**config.mk**
```make
export PLATFORM = sky130hd
export DESIGN_NAME = sba_dma_flat
export DESIGN_NICKNAME = d
export VERILOG_FILES = /design/src/rtl/sba_pkg.sv /design/src/rtl/sba_dma_if.sv /design/src/rtl/sba_ack_timer.sv /design/src/rtl/sba_dma.sv /design/src/flat_wrapper.sv
export SDC_FILE = /design/constraint.sdc
export NUM_CORES = 1
export LEC_CHECK = 0
export ABC_AREA = 1
export BUFFER_PORTS_ARGS = -buffer_cell sky130_fd_sc_hd__buf_2
export CAP_MARGIN = 20
export CELL_PAD_IN_SITES_DETAIL_PLACEMENT = 1
export CELL_PAD_IN_SITES_GLOBAL_PLACEMENT = 2
export CORE_AREA = 2 2 202 204
export CTS_CLUSTER_DIAMETER = 100
export DETAILED_ROUTE_END_ITERATION = 6
export DIE_AREA = 0 0 204 206
export HOLD_SLACK_MARGIN = 0.06
export PLACE_DENSITY_LB_ADDON = 0.1
export REMOVE_ABC_BUFFERS = 1
export SETUP_SLACK_MARGIN = 0.3
export SYNTH_ARGS = -nofsm -noshare
export SYNTH_HDL_FRONTEND = slang
export SYNTH_SLANG_ARGS = --single-unit
export TNS_END_PERCENT = 50
```
**constraint.sdc**
```tcl
create_clock -name i_clk -period 2 [get_ports i_clk]
set_input_delay 0.1 -clock i_clk [delete_from_list [all_inputs] [get_ports i_clk]]
set_output_delay 0.1 -clock i_clk [all_outputs]
set_load 0.03 [all_outputs]
```
**src/rtl/sba_pkg.sv**
```systemverilog
// sba_pkg: shared SBA types and constants for SBA initiators
package sba_pkg;
    typedef enum logic [2:0] {IDLE, RD, GAP_R, WR, GAP_W, DONE, ERR} state_t;
    localparam logic [3:0] SBA_WE_WORD = 4'hF;
    localparam logic [3:0] SBA_WE_READ = 4'h0;
    localparam int SBA_ADDR_W = 32;
    localparam int SBA_DATA_W = 32;
endpackage

```
**src/rtl/sba_dma_if.sv**
```systemverilog
// sba_dma_if: SBA initiator/responder bus bundle
interface sba_dma_if
    import sba_pkg::*;
();
    logic [SBA_ADDR_W-1:0] o_addr;
    logic [SBA_DATA_W-1:0] o_dat_w;
    logic [3:0]            o_we;
    logic                  o_stb;
    logic [SBA_DATA_W-1:0] i_dat_r;
    logic                  i_ack;
    modport master (output o_addr, o_dat_w, o_we, o_stb, input i_dat_r, i_ack);
    modport slave (input o_addr, o_dat_w, o_we, o_stb, output i_dat_r, i_ack);
endinterface

```
**src/rtl/sba_ack_timer.sv**
```systemverilog
// sba_ack_timer: flags a strobe that has waited TIMEOUT cycles without an ack
module sba_ack_timer #(
    parameter int TIMEOUT = 255,
    parameter int TMO_W   = 8
) (
    input  logic i_clk,
    input  logic i_rst_n,
    input  logic i_clr,
    input  logic i_run,
    output logic o_expired
);
    logic [TMO_W-1:0] cnt;
    always_ff @(posedge i_clk or negedge i_rst_n) begin
        if (!i_rst_n) cnt <= '0;
        else if (i_clr) cnt <= '0;
        else if (i_run) cnt <= cnt + TMO_W'(1);
    end
    // fires on the cycle whose increment would reach TIMEOUT; an ack in that cycle drops i_run
    assign o_expired = i_run && (cnt == TMO_W'(TIMEOUT - 1));
endmodule

```
**src/rtl/sba_dma.sv**
```systemverilog
// sba_dma: SBA bus initiator that copies or fills blocks of 32-bit words
module sba_dma
    import sba_pkg::*;
#(
    parameter int LEN_W   = 16,
    parameter int TIMEOUT = 255,
    parameter int TMO_W   = 8
) (
    input  logic                  i_clk,
    input  logic                  i_rst_n,
    input  logic                  i_start,
    input  logic                  i_mode,
    input  logic [SBA_ADDR_W-1:0] i_src,
    input  logic [SBA_ADDR_W-1:0] i_dst,
    input  logic [LEN_W-1:0]      i_len,
    input  logic [SBA_DATA_W-1:0] i_fill,
    output logic                  o_busy,
    output logic                  o_done,
    output logic                  o_err,
    output logic [LEN_W-1:0]      o_count,
    sba_dma_if.master             bus
);
    state_t                state, nxt;
    logic                  mode, err, stb, expired;
    logic [SBA_ADDR_W-1:0] src, dst, off;
    logic [SBA_DATA_W-1:0] fill, data;
    logic [LEN_W-1:0]      len, n, n_inc;

    sba_ack_timer #(.TIMEOUT(TIMEOUT), .TMO_W(TMO_W)) u_timer (
        .i_clk     (i_clk),
        .i_rst_n   (i_rst_n),
        .i_clr     (!stb),
        .i_run     (stb && !bus.i_ack),
        .o_expired (expired)
    );

    always_comb begin
        nxt = state;
        case (state)
            IDLE:    if (i_start) nxt = (i_len == '0) ? DONE : (i_mode ? WR : RD);
            RD:      nxt = bus.i_ack ? GAP_R : (expired ? ERR : RD);
            GAP_R:   nxt = WR;
            WR:      nxt = bus.i_ack ? ((n_inc == len) ? DONE : GAP_W) : (expired ? ERR : WR);
            GAP_W:   nxt = mode ? WR : RD;
            default: nxt = IDLE;
        endcase
    end

    always_comb begin
        stb         = (state == RD) || (state == WR);
        n_inc       = n + LEN_W'(1);
        off         = SBA_ADDR_W'({n, 2'b00});
        bus.o_stb   = stb;
        bus.o_addr  = (state == RD) ? src + off : (state == WR) ? dst + off : '0;
        bus.o_we    = (state == WR) ? SBA_WE_WORD : SBA_WE_READ;
        bus.o_dat_w = (state == WR) ? (mode ? fill : data) : '0;
        o_busy      = state != IDLE;
        o_done      = state == DONE;
        o_err       = err;
        o_count     = n;
    end

    always_ff @(posedge i_clk or negedge i_rst_n) begin
        if (!i_rst_n) begin
            state <= IDLE;
            mode  <= 1'b0;
            src   <= '0;
            dst   <= '0;
            len   <= '0;
            fill  <= '0;
            data  <= '0;
            n     <= '0;
            err   <= 1'b0;
        end else begin
            state <= nxt;
            if (state == IDLE && i_start) begin
                mode <= i_mode;
                src  <= {i_src[SBA_ADDR_W-1:2], 2'b00};
                dst  <= {i_dst[SBA_ADDR_W-1:2], 2'b00};
                len  <= i_len;
                fill <= i_fill;
                n    <= '0;
                err  <= 1'b0;
            end
            if (state == RD && bus.i_ack) data <= bus.i_dat_r;
            if (state == WR && bus.i_ack) n <= n_inc;
            if (nxt == ERR) err <= 1'b1;
        end
    end
endmodule

```
**src/flat_wrapper.sv**
```systemverilog
// flat-port wrapper written by rule: the top's interface ports become plain ports
module sba_dma_flat import sba_pkg::*;
#(
    parameter int LEN_W   = 16,
    parameter int TIMEOUT = 255,
    parameter int TMO_W   = 8
)
  (i_clk, i_rst_n, i_start, i_mode, i_src, i_dst, i_len, i_fill, o_busy, o_done, o_err, o_count, bus_o_addr, bus_o_dat_w, bus_o_we, bus_o_stb, bus_i_dat_r, bus_i_ack);
  sba_dma_if bus_i ();
  input  logic i_clk;
  input  logic i_rst_n;
  input  logic i_start;
  input  logic i_mode;
  input  logic [SBA_ADDR_W-1:0] i_src;
  input  logic [SBA_ADDR_W-1:0] i_dst;
  input  logic [LEN_W-1:0] i_len;
  input  logic [SBA_DATA_W-1:0] i_fill;
  output logic o_busy;
  output logic o_done;
  output logic o_err;
  output logic [LEN_W-1:0] o_count;
  output wire logic [$bits(bus_i.o_addr)-1:0] bus_o_addr;
  output wire logic [$bits(bus_i.o_dat_w)-1:0] bus_o_dat_w;
  output wire logic [$bits(bus_i.o_we)-1:0] bus_o_we;
  output wire logic [$bits(bus_i.o_stb)-1:0] bus_o_stb;
  input wire logic [$bits(bus_i.i_dat_r)-1:0] bus_i_dat_r;
  input wire logic [$bits(bus_i.i_ack)-1:0] bus_i_ack;
  assign bus_o_addr = bus_i.o_addr;
  assign bus_o_dat_w = bus_i.o_dat_w;
  assign bus_o_we = bus_i.o_we;
  assign bus_o_stb = bus_i.o_stb;
  assign bus_i.i_dat_r = bus_i_dat_r;
  assign bus_i.i_ack = bus_i_ack;
  sba_dma #(.LEN_W(LEN_W), .TIMEOUT(TIMEOUT), .TMO_W(TMO_W)) u_core (.i_clk(i_clk), .i_rst_n(i_rst_n), .i_start(i_start), .i_mode(i_mode), .i_src(i_src), .i_dst(i_dst), .i_len(i_len), .i_fill(i_fill), .o_busy(o_busy), .o_done(o_done), .o_err(o_err), .o_count(o_count), .bus(bus_i));
endmodule
```
==> results of run 1 <==
-- worst max path at each step --
stage | endpoint | slack (ns) | depth (start not counted)
5_1_grt | bus_o_addr[18] | -0.91 | 14
3_5_place_dp | bus_o_addr[20] | -0.62 | 14
3_3_place_gp | bus_o_addr[13] | -0.59 | 12
4_1_cts | bus_o_addr[22] | -0.81 | 14
6_report | bus_o_addr[18] | -0.80 | 14
2_1_floorplan | bus_o_addr[4] | -2.16 | 5
-- repair_timing --
action,4_1_cts,5_1_grt
cloned,3,5
pin swaps,60,108
hold buffers,144,0
endpoints found under the hold margin,286,0
gates resized for setup,480,245
buffers inserted,28,31
setup endpoints to repair,193,229
-- cell usage after synthesis, drive strengths merged, types with 3 or more instances --
cell | number | share of area, %
nand2 | 476 | 17
inv | 190 | 6.7
o21ai | 186 | 8.9
dfrtp | 169 | 40
nand3 | 107 | 5.0
nor2 | 88 | 3.6
a21oi | 55 | 2.6
ha | 35 | 4.1
mux2 | 32 | 3.4
buf | 26 | 1.4
clkbuf | 24 | 0.85
nand4 | 23 | 1.4
nor3 | 16 | 0.85
o22ai | 10 | 0.59
nor4 | 9 | 0.53
xor2 | 7 | 0.58
xnor2 | 5 | 0.41
or2 | 4 | 0.24
a21boi | 3 | 0.21
a21o | 3 | 0.21
clkinv | 3 | 0.11
o211ai | 3 | 0.21
-- cell families after synthesis --
family	after synthesis	share of synthesized area, %
AND/OR/NAND/NOR	726	28.7
flip-flops	169	39.8
multiplexers	32	3.39
other	1	0.0353
AO/OA/AOI/OAI	266	13.1
adder cells (fa/ha/maj)	37	4.49
buffers and inverters	243	9.06
XOR/XNOR	14	1.41
-- report_power, final --
group | total (mW) | switching (mW) | internal [mW] | leakage [nW]
sequential | 6.36 | 1.36 | 5.00 | 2.08
clock | 3.46 | 1.65 | 1.81 | 0.288
combinational | 19.8 | 10.8 | 8.94 | 6.93
-- worst max-delay path, stage by stage (launching register included) --
cell and delay (ns):
dfrtp_2 0.41, buf_6 0.11, ha_4 0.14, inv_4 0.04, fa_2 0.37, o21ai_4 0.22, nand3_2 0.09, nand3_2 0.09
nand2_2 0.07, nand2_4 0.13, buf_6 0.13, a21oi_2 0.04, o21ai_1 0.10, nand2_1 0.12, buf_6 0.15
-- routing by layer --
layer / track usage [%] / part of all wire [%]
met1: 28.5 / 46
met2: 39.9 / 49
met3: 4.57 / 3.4
met4: 5.93 / 1.5
met5: 0 / 0
-- cell type report --
cell class / instances / share of cell area, %
Antenna cell: 4 / 0.0518
Clock buffer: 19 / 2.34
Clock inverter: 13 / 0.667
Inverter: 193 / 3.92
Multi-Input combinational cell: 1077 / 38.2
Sequential cell: 169 / 22.0
Tap cell: 532 / 3.44
Timing Repair Buffer: 645 / 29.4
-- sequential cells by signal, indices dropped and copies added (netlist names), 3 cells and up --
| signal | count |
|---|---|
| u_core.data | 32 |
| u_core.fill | 32 |
| u_core.dst | 30 |
| u_core.src | 30 |
| u_core.len | 16 |
| u_core.o_count | 16 |
| u_core.u_timer.cnt | 8 |
| u_core.state | 3 |
==> flow_summary.json, run 1 <==
{
  "status": "finished, violations left",
  "violations": "setup timing",
  "yosysWarnings": 0,
  "dpl.hpwl_mm": 33.5,
  "ys_types": 44,
  "final_common_cell": "nand2_1",
  "r2r-end": "u_core.state[0]",
  "startpoint_type": "register",
  "finalCritPeriodShare_pct": 140,
  "cts_max_level": 4,
  "grt_max_degree": 89,
  "multiInputGateArea_um2": 7390,
  "cap_violations": 0,
  "peakVddDrop_uv": 751,
  "drc": 0,
  "antenna_found_initial": 5,
  "rsz0062_at_grt": "yes",
  "dp.cells": 2405,
  "start_util_pct": 26.5,
  "wl_per_cell_um": 18.3,
  "synthesis.area_um2": 10600,
  "crit_start": "u_core.o_count[0]",
  "fin_skew_ns": 0.00996,
  "drv_slew": 0,
  "overflow": 0,
  "dieArea_um2": 42000,
  "io_pins": 237,
  "r2r_cells": 18,
  "ys_ff_latch": 169,
  "cts_sinks": 169,
  "die_height_um": 206,
  "viasPerCell": 4.65,
  "io_buffers": 230,
  "syn_area_per_cell_um2": 7.15,
  "drt_iter0_markers": 409,
  "wirelength_mm": 48.5,
  "cellPowerDensity_nw_per_um2": 1530,
  "grt_pass1_vias": 13265,
  "syn_to_final_growth_pct": 81.7,
  "synthCells": 1488,
  "path_max_fanout": 7,
  "worst-r2r-setup-slack_ns": -0.13,
  "synthArstFlopShare_pct": 100,
  "final-hold-violation-count": 0,
  "finalHoldWorstSlack_ns": 0.135,
  "core_area_um2": 40200,
  "num_rows": 74,
  "path_class": "reg -> out",
  "grt_pass1_wl_mm": 73.3,
  "finish.utilization_pct": 48.1,
  "dr.pass1.iters": 4,
  "post_dp_cell_area_um2": 13900,
  "post-route-cell-area_um2": 19300,
  "fmax_mhz": 357,
  "worstMarginPinSlew_ns": 0.573,
  "worstSetupEndpointType": "primary output",
  "final_cell_count_no_fill": 2652,
  "clkSlewWorstSetupHoldPaths_ns": 0.07,
  "final_cell_mix": "370 x nand2_1, 181 x buf_4, 162 x buf_2, 153 x dfrtp_1, 144 x dlygate4sd3_1",
  "fillers": 4746,
  "place_congestion": 0.837,
  "layout_setup_ws_ns": -0.797,
  "nNetsFinal": 2289,
  "cts_buffer_depth": 2,
  "crit_arrival_ns": 2.70,
  "synthFlopType": "dfrtp_1",
  "synth_edf_count": 0,
  "leakage_nw": 9.30,
  "period_minus_slack_ns": 2.80,
  "vias": 12330,
  "post-place-ws_ns": -0.618,
  "cts_tree": "yes",
  "slew-limit-headroom_pct": 61.8,
  "yosysSeqAreaShare_pct": 39.8,
  "setup_viol": 63,
  "total_power_mw": 29.6,
  "numCtsBuffers": 17,
  "reg2reg_from": "u_core.o_count[1]",
  "dieWidth_um": 204,
  "hold_class": "in -> async",
  "register_area_um2": 4250,
  "grt_use_total_pct": 22.8,
  "required_ns": 1.90,
  "clk_latency_ns": 0.49,
  "setup_tns_ns": -20.26,
  "cts-root-buf": "clkbuf_16",
  "ant_nets": 0,
  "drive_gt1_share_pct": 44.4
}
No activity file was read; power rests on OpenSTA's default activity.
==> run 2, diff against run 1 <==
BUFFER_PORTS_ARGS = -buffer_cell sky130_fd_sc_hd__clkbuf_2   (was -buffer_cell sky130_fd_sc_hd__buf_2)
==> flow_summary.json, run 2 (synthesized netlist as in run 1, its figures left out) <==
{
  "drt_iter0_markers": 428,
  "total_power_mw": 31.0,
  "io_pins": 237,
  "peakVddDrop_uv": 717,
  "dpl.hpwl_mm": 33.6,
  "numCtsBuffers": 17,
  "drive_gt1_share_pct": 45.6,
  "viasPerCell": 4.65,
  "finalCritPeriodShare_pct": 139,
  "core_area_um2": 40200,
  "worstSetupEndpointType": "primary output",
  "cap_violations": 0,
  "io_buffers": 230,
  "path_class": "reg -> out",
  "fmax_mhz": 360,
  "setup_tns_ns": -20.13,
  "die_height_um": 206,
  "final-hold-violation-count": 0,
  "dieWidth_um": 204,
  "cellPowerDensity_nw_per_um2": 1560,
  "final_common_cell": "nand2_1",
  "cts_tree": "yes",
  "crit_arrival_ns": 2.68,
  "dr.pass1.iters": 5,
  "wl_per_cell_um": 18.7,
  "required_ns": 1.90,
  "r2r-end": "u_core.state[0]",
  "num_rows": 74,
  "drc": 0,
  "post-place-ws_ns": -0.631,
  "cts-root-buf": "clkbuf_16",
  "clk_latency_ns": 0.47,
  "reg2reg_from": "u_core.o_count[1]",
  "final_cell_mix": "367 x nand2_1, 190 x buf_4, 159 x clkbuf_2, 154 x dfrtp_1, 144 x dlygate4sd3_1",
  "finish.utilization_pct": 49.4,
  "fillers": 4679,
  "clkSlewWorstSetupHoldPaths_ns": 0.08,
  "drv_slew": 0,
  "cts_buffer_depth": 2,
  "slew-limit-headroom_pct": 56.5,
  "syn_to_final_growth_pct": 86.6,
  "startpoint_type": "register",
  "overflow": 0,
  "grt_use_total_pct": 23.2,
  "start_util_pct": 26.5,
  "nNetsFinal": 2298,
  "worstMarginPinSlew_ns": 0.647,
  "reg_top3": "u_core.data (32), u_core.fill (32)",
  "grt_max_degree": 66,
  "place_congestion": 0.845,
  "grt_pass1_wl_mm": 74.4,
  "r2r_cells": 18,
  "rsz0062_at_grt": "yes",
  "dieArea_um2": 42000,
  "cts_sinks": 169,
  "ant_nets": 0,
  "grt_pass1_vias": 13265,
  "vias": 12376,
  "fin_skew_ns": 0.0103,
  "violations": "setup timing",
  "period_minus_slack_ns": 2.78,
  "status": "finished, violations left",
  "layout_setup_ws_ns": -0.778,
  "setup_viol": 74,
  "leakage_nw": 9.48,
  "antenna_found_initial": 4,
  "wirelength_mm": 49.8,
  "worst-r2r-setup-slack_ns": -0.19,
  "cts_max_level": 4,
  "hold_class": "in -> async",
  "path_max_fanout": 7
}
[run 2: stage by stage]
step	hold slack [ns]	cells	cell area, µm²
floorplan	-0.196	1439	10400
global placement	0.0987	2403	13900
detailed placement	0.0984	2403	13900
CTS	0.147	2625	18400
global route	0.171	2659	19800
finish	0.153	2659	19800
[run 2: critical path: stages, from the launching register on]
cell and delay [ns]:
dfrtp_2 0.45, buf_6 0.14, fa_2 0.40, nand3_2 0.10, nand3_4 0.09, a21boi_2 0.14, buf_6 0.13, o21ai_4 0.07
nand2_1 0.08, nand2_2 0.10, nand4_1 0.11, nand3_2 0.12, o21ai_2 0.09, clkbuf_8 0.17
[run 2: final cells by class]
| class | instances | area, µm² | share of cell area (%) |
|---|---|---|---|
| repair buffers | 654 | 6040 | 30.4 |
| flip-flops and latches | 169 | 4250 | 21.4 |
| multi-input cells | 1077 | 7530 | 37.9 |
| inverters | 193 | 774 | 3.90 |
| diodes | 2 | 5.00 | 0.0252 |
| clock inverters | 12 | 131 | 0.662 |
| clock buffers | 20 | 457 | 2.30 |
| well taps | 532 | 666 | 3.35 |
[run 2: worst max-delay path by stage]
stage,from,to,cells past startpoint
final,u_core.o_count[1],bus_o_addr[26],13
after global routing,u_core.o_count[0],bus_o_addr[24],13
after CTS,u_core.o_count[0],bus_o_addr[26],13
after detailed placement,u_core.o_count[2],bus_o_addr[13],12
after global placement,u_core.o_count[2],bus_o_addr[13],12
after floorplan,u_core.state[2],bus_o_addr[4],5
[run 2: report_power, final]
group / internal (mW) / switching, mW
clock network: 1.82 / 1.68
registers: 5.00 / 1.34
logic: 9.81 / 11.3
[run 2: repair_timing]
| item | CTS | global route |
|---|---|---|
| cloned | 6 | 4 |
| pin swaps | 79 | 118 |
| endpoints found under the hold margin | 273 | 0 |
| hold buffers | 144 | 0 |
| setup endpoints to repair | 199 | 209 |
| resized for setup | 482 | 350 |
| setup buffers | 40 | 28 |
[run 2: metal layers]
layer,vias up,GRT usage [%],wire (µm)
met2,180,40.5,25400
met3,42,4.16,1580
met5,-,0,27
met4,4,5.62,692
met1,6066,29.6,22100
li1,6084,-,-
